`src/rtl/mul_sched_pkg.sv`:
```
// Shared types and widths for the round-robin multiplier scheduler.
package mul_sched_pkg;

  localparam int unsigned XLEN = 32;
  localparam int unsigned PLEN = 64;

  typedef enum logic [1:0] {
    IDLE,
    START,
    WAIT,
    DONE
  } state_e;

  // Latency counter must hold the value MUL_LATENCY itself.
  function automatic int unsigned cnt_width(input int unsigned latency);
    return $clog2(latency + 1);
  endfunction

endpackage

```
`src/rtl/mul_rr_arbiter.sv`:
```
// Combinational round-robin picker: first asserted request at or after ptr, with wrap-around.
module mul_rr_arbiter #(
  parameter  int unsigned NUM_REQ = 4,
  localparam int unsigned IDX_W   = $clog2(NUM_REQ)
) (
  input  logic [NUM_REQ-1:0] req_i,
  input  logic [IDX_W-1:0]   ptr_i,
  output logic [NUM_REQ-1:0] gnt_oh_o,
  output logic [IDX_W-1:0]   gnt_idx_o,
  output logic               gnt_any_o
);

  int unsigned      sum;
  logic [IDX_W-1:0] cand;

  always_comb begin
    gnt_oh_o  = '0;
    gnt_idx_o = '0;
    gnt_any_o = 1'b0;
    sum       = 0;
    cand      = '0;
    for (int unsigned k = 0; k < NUM_REQ; k++) begin
      sum = 32'(ptr_i) + k;
      if (sum >= NUM_REQ) sum = sum - NUM_REQ;
      cand = IDX_W'(sum);
      if (!gnt_any_o && req_i[cand]) begin
        gnt_any_o       = 1'b1;
        gnt_idx_o       = cand;
        gnt_oh_o[cand]  = 1'b1;
      end
    end
  end

endmodule

```
`src/rtl/mul_scheduler.sv`:
```
// Shares one multi-cycle signed multiplier between NUM_REQ requesters, one operation at a time.
module mul_scheduler
  import mul_sched_pkg::*;
#(
  parameter int unsigned NUM_REQ     = 4,
  parameter int unsigned MUL_LATENCY = 34
) (
  input  logic                    clk,
  input  logic                    rst,
  input  logic [NUM_REQ-1:0]      req_valid,
  output logic [NUM_REQ-1:0]      req_ready,
  input  logic [NUM_REQ*XLEN-1:0] req_x,
  input  logic [NUM_REQ*XLEN-1:0] req_y,
  output logic [NUM_REQ-1:0]      rsp_valid,
  input  logic [NUM_REQ-1:0]      rsp_ready,
  output logic [PLEN-1:0]         rsp_product,
  output logic                    mul_start,
  output logic [XLEN-1:0]         mul_x,
  output logic [XLEN-1:0]         mul_y,
  input  logic [PLEN-1:0]         mul_product,
  output logic                    busy
);

  localparam int unsigned IDX_W = $clog2(NUM_REQ);
  localparam int unsigned CNT_W = cnt_width(MUL_LATENCY);

  state_e               state_q, state_d;
  logic [IDX_W-1:0]     ptr_q, ptr_d;
  logic [IDX_W-1:0]     gnt_q, gnt_d;
  logic [CNT_W-1:0]     cnt_q, cnt_d;
  logic [XLEN-1:0]      mul_x_q, mul_x_d;
  logic [XLEN-1:0]      mul_y_q, mul_y_d;
  logic [PLEN-1:0]      prod_q, prod_d;
  logic                 mul_start_q, mul_start_d;
  logic                 busy_q, busy_d;
  logic [NUM_REQ-1:0]   rsp_valid_q, rsp_valid_d;

  logic                 arb_en;
  logic [NUM_REQ-1:0]   arb_req;
  logic [NUM_REQ-1:0]   arb_oh;
  logic [IDX_W-1:0]     arb_idx;
  logic                 arb_any;
  logic [XLEN-1:0]      x_arr [NUM_REQ];
  logic [XLEN-1:0]      y_arr [NUM_REQ];

  for (genvar i = 0; i < NUM_REQ; i++) begin : g_unpack
    assign x_arr[i] = req_x[i*XLEN +: XLEN];
    assign y_arr[i] = req_y[i*XLEN +: XLEN];
  end

  // Grants are only offered while idle and out of reset.
  assign arb_en  = (state_q == IDLE) && !rst;
  assign arb_req = req_valid & {NUM_REQ{arb_en}};

  mul_rr_arbiter #(.NUM_REQ(NUM_REQ)) u_arb (
    .req_i     (arb_req),
    .ptr_i     (ptr_q),
    .gnt_oh_o  (arb_oh),
    .gnt_idx_o (arb_idx),
    .gnt_any_o (arb_any)
  );

  always_ff @(posedge clk) begin
    if (rst) begin
      state_q     <= IDLE;
      ptr_q       <= '0;
      gnt_q       <= '0;
      cnt_q       <= '0;
      mul_x_q     <= '0;
      mul_y_q     <= '0;
      prod_q      <= '0;
      mul_start_q <= 1'b0;
      busy_q      <= 1'b0;
      rsp_valid_q <= '0;
    end else begin
      state_q     <= state_d;
      ptr_q       <= ptr_d;
      gnt_q       <= gnt_d;
      cnt_q       <= cnt_d;
      mul_x_q     <= mul_x_d;
      mul_y_q     <= mul_y_d;
      prod_q      <= prod_d;
      mul_start_q <= mul_start_d;
      busy_q      <= busy_d;
      rsp_valid_q <= rsp_valid_d;
    end
  end

  always_comb begin
    state_d     = state_q;
    ptr_d       = ptr_q;
    gnt_d       = gnt_q;
    cnt_d       = cnt_q;
    mul_x_d     = mul_x_q;
    mul_y_d     = mul_y_q;
    prod_d      = prod_q;
    mul_start_d = 1'b0;
    busy_d      = 1'b0;
    rsp_valid_d = '0;

    case (state_q)
      IDLE: begin
        if (arb_any) begin
          mul_x_d = x_arr[arb_idx];
          mul_y_d = y_arr[arb_idx];
          gnt_d   = arb_idx;
          state_d = START;
        end
      end
      START: begin
        cnt_d   = CNT_W'(MUL_LATENCY);
        state_d = WAIT;
      end
      WAIT: begin
        cnt_d = cnt_q - CNT_W'(1);
        if (cnt_q == CNT_W'(1)) begin
          prod_d  = mul_product;
          state_d = DONE;
        end
      end
      DONE: begin
        if (rsp_ready[gnt_q]) begin
          ptr_d   = (gnt_q == IDX_W'(NUM_REQ - 1)) ? '0 : gnt_q + IDX_W'(1);
          state_d = IDLE;
        end
      end
      default: state_d = IDLE;
    endcase

    // Registered outputs are decoded from the next state so they align with it.
    mul_start_d = (state_d == START);
    busy_d      = (state_d != IDLE);
    rsp_valid_d = (state_d == DONE) ? (NUM_REQ'(1) << gnt_d) : '0;
  end

  assign req_ready   = arb_oh;
  assign rsp_valid   = rsp_valid_q;
  assign rsp_product = prod_q;
  assign mul_start   = mul_start_q;
  assign mul_x       = mul_x_q;
  assign mul_y       = mul_y_q;
  assign busy        = busy_q;

endmodule

```
`config.mk`:
```
export PLATFORM = sky130hd
export DESIGN_NAME = mul_scheduler
export DESIGN_NICKNAME = d
export VERILOG_FILES = /design/src/rtl/mul_sched_pkg.sv /design/src/rtl/mul_rr_arbiter.sv /design/src/rtl/mul_scheduler.sv
export SDC_FILE = /design/constraint.sdc
export NUM_CORES = 1
export LEC_CHECK = 0
export CAP_MARGIN = 0
export CORE_AREA = 2 2 182 184
export DETAILED_ROUTE_END_ITERATION = 10
export DIE_AREA = 0 0 184 186
export GPL_TIMING_DRIVEN = 0
export HOLD_SLACK_MARGIN = 0.12
export PLACE_DENSITY_LB_ADDON = 0.25
export SETUP_SLACK_MARGIN = 0.2
export SYNTH_ARGS = -nofsm -noshare
export SYNTH_HDL_FRONTEND = slang
export SYNTH_SLANG_ARGS = --single-unit
export TNS_END_PERCENT = 50
```
`constraint.sdc`:
```
create_clock -name clk -period 5.18 [get_ports clk]
set_clock_uncertainty 0.2 [all_clocks]
set_input_delay 0.777 -clock clk [delete_from_list [all_inputs] [get_ports clk]]
set_output_delay 0.777 -clock clk [all_outputs]
set_load 0.005 [all_outputs]
```
==> results.sh <==
export IMPL_status="complete, no violations"
export IMPL_synth_area_leaders="dfxtp_1 38%, mux2i_1 12%, a21oi_1 7.2%"
export IMPL_grt_overflow_total=0
export IMPL_ant_nets=0
export IMPL_grt_antenna_before_repair=3
export IMPL_cts_tree="built"
export IMPL_via_count=8576
export IMPL_n_fill_cell=3274
export IMPL_clock_root_buffer="clkbuf_16"
export IMPL_io_pins=468
export IMPL_vias_per_cell=4.74
export IMPL_grt_max_degree=17
export IMPL_fmax_ghz=0.211
export IMPL_yosys_top_cells_count="146 x dfxtp_1, 140 x nand2_1, 111 x a21oi_1, 91 x mux2i_1, 91 x nor2_1"
export IMPL_grt_pass1_vias=8516
export IMPL_numPortBuffers=467
export IMPL_yosysMostFrequentCell="dfxtp_1"
export IMPL_vdd_drop_max_v=0.000220
export IMPL_nets=1731
export IMPL_fp_coreArea_mm2=0.0322
export IMPL_synth_seq_cells=146
export IMPL_place_congestion=0.831
export IMPL_dr_pass1_iters=4
export IMPL_clkTransAtPathRegs_ps=60
export IMPL_synth_top_area_cell="dfxtp_1"
export IMPL_synthesis_nets=1245
export IMPL_async_flop_share_pct=0
export IMPL_required_ps=4200
export IMPL_wirelength_mm=33.4
export IMPL_placed_cells=1778
export IMPL_min_period_over_period_pct=91.5
export IMPL_tightest_slew_ps=806
export IMPL_cts_made_buffers=17
export IMPL_synthCells=903
export IMPL_worstSetupPathType="flop to primary output"
export IMPL_drive_gt1_share_pct=5.42
export IMPL_ys_warn_count=0
export IMPL_rows=66
export IMPL_postSynthAreaPerCell_um2=8.50
export IMPL_clk_latency_ps=420
export IMPL_hpwl_mm=26.5
export IMPL_fp_dieH_um=186
export IMPL_syn2layout_area_growth_pct=75.5
export IMPL_groute_usage_overall_pct=18.8
export IMPL_yosys_cell_types_count=54
export IMPL_drt_iter0_drc=277
export IMPL_max_cap_violations=0
export IMPL_fin_crit_ps=4740
export IMPL_rsz0062_at_grt="no"
export IMPL_finalSetupViolCount=0
export IMPL_start_util_pct=23.8
export IMPL_die_x_um=184
export IMPL_worstPathArrival_ps=3760
export IMPL_p_leak_uw=0.00455
export IMPL_relSlewSlack_pct=46.3
export IMPL_critPathMaxFanout=10
export IMPL_cts_setup_buffers=0
export IMPL_tns_ps=0
export IMPL_cellPowerDensity_mw_per_mm2=328
export IMPL_grt_pass1_wl_mm=48.7
export IMPL_die_area_mm2=0.0342
export IMPL_hold_class="flop to flop"
export IMPL_synth_edf_count=0
export IMPL_ys_seq_area_share_pct=38.1
export IMPL_finalNonFillerCells=1810
export IMPL_yosysTopAreaCellShare_pct=38.1
export IMPL_htreeDepth=4
export IMPL_clockBufferDepth=2
export IMPL_synth_area_mm2=0.00767
export IMPL_crit_path_start_kind="flop"
export IMPL_post_route_drc_count=0
export IMPL_avgRoutedWirePerCell_um=18.4
export IMPL_cts_sinks=146
export IMPL_end_kind="primary output"
export IMPL_synth_ff_type="dfxtp_1"
export IMPL_hold_violations=0
export IMPL_final_max_slew_viol_count=0
==> sequential cells by signal (all words and copies together) (netlist names) <==
signal,count
busy,1
mul_start,1
gnt_q,2
rsp_product,64
rsp_valid,4
state_q,2
mul_y,32
cnt_q,6
ptr_q,2
mul_x,32
==> logic make-up after synthesis <==
logic type,share of synthesized area [%]
adder cells (fa/ha/maj),1.96
buffers and inverters,5.97
flip-flops,38.1
AO/OA/AOI/OAI,16.8
AND/OR/NAND/NOR,20.0
XOR/XNOR,0.571
multiplexers,16.6
==> per-layer routing <==
| metal | routed length (µm) | GRT usage, % | vias up |
|---|---|---|---|
| li1 | - | - | 4212 |
| met1 | 13700 | 21.7 | 3965 |
| met2 | 16200 | 32.5 | 349 |
| met3 | 2600 | 5.89 | 48 |
| met4 | 918 | 7.07 | 2 |
| met5 | 13 | 0 | - |
==> critical path, cell delays in order (launching register included) <==
cell and delay, ps:
dfxtp_1 490, buf_6 210, inv_1 80, ha_1 290, buf_6 120, mux4_2 510, a2111oi_1 700, a22oi_1 150
o211ai_1 170, clkdlybuf4s50_1 610
==> layout by cell type, fill, tap and decap left out, types with 11 or more instances in the layout <==
cell type and instances:
a21oi_1 111, buf_6 13, clkbuf_1 52, clkbuf_16 17, clkdlybuf4s50_1 467, dfxtp_1 146
ha_1 12, inv_1 14, mux2_1 15, mux2_2 11, mux2i_1 91, nand2_1 140
nand3b_1 28, nor2_1 91, o21ai_1 25, o311ai_1 38, or4_1 38
==> area by class of cell <==
type	count	area [µm²]	share of cell area (%)
Timing Repair Buffer	467	4670	34.7
Sequential cell	146	2920	21.7
Inverter	14	52.6	0.390
Tap cell	408	510	3.79
Antenna cell	1	2.50	0.0186
Clock inverter	12	149	1.11
Multi-Input combinational cell	666	4290	31.9
Buffer	77	405	3.01
Clock buffer	19	453	3.36
==> stage by stage <==
step / total power, µW / hold WS, ps / area, µm² / setup WS, ps / utilization, %
floorplan: 2240 / 253 / 7670 / 1700 / -
global placement: 3140 / 243 / 12900 / 476 / 39.9
detailed placement: 3150 / 246 / 12900 / 476 / 39.9
CTS: 4480 / 255 / 13500 / 384 / 41.8
global route: 4690 / 268 / 13500 / 244 / 41.8
finish: 4420 / 254 / 13500 / 443 / 41.8
==> repair_timing <==
| action | 4_1_cts | 5_1_grt |
|---|---|---|
| hold buffers | 0 | 0 |
| setup endpoints to repair | 1 | 0 |
| gates resized for setup | 1 | 0 |
==> final timing paths <==
path	startpoint	endpoint	slack [ps]	cells after the start
max	ptr_q[0]	req_ready[3]	440	9
min	rsp_product[36]	rsp_product[36]	250	2
max reg2reg	ptr_q[0]	mul_x[19]	1380	12
min reg2reg	rsp_product[36]	rsp_product[36]	250	2
==> report_power, final <==
| part | leakage, µW | total (µW) | internal (µW) | switching [µW] |
|---|---|---|---|---|
| sequential | 0.00119 | 1450 | 1320 | 122 |
| combinational | 0.00307 | 1670 | 876 | 797 |
| clock | 0.000287 | 1300 | 746 | 550 |
Power figures use the tool's default switching activity.
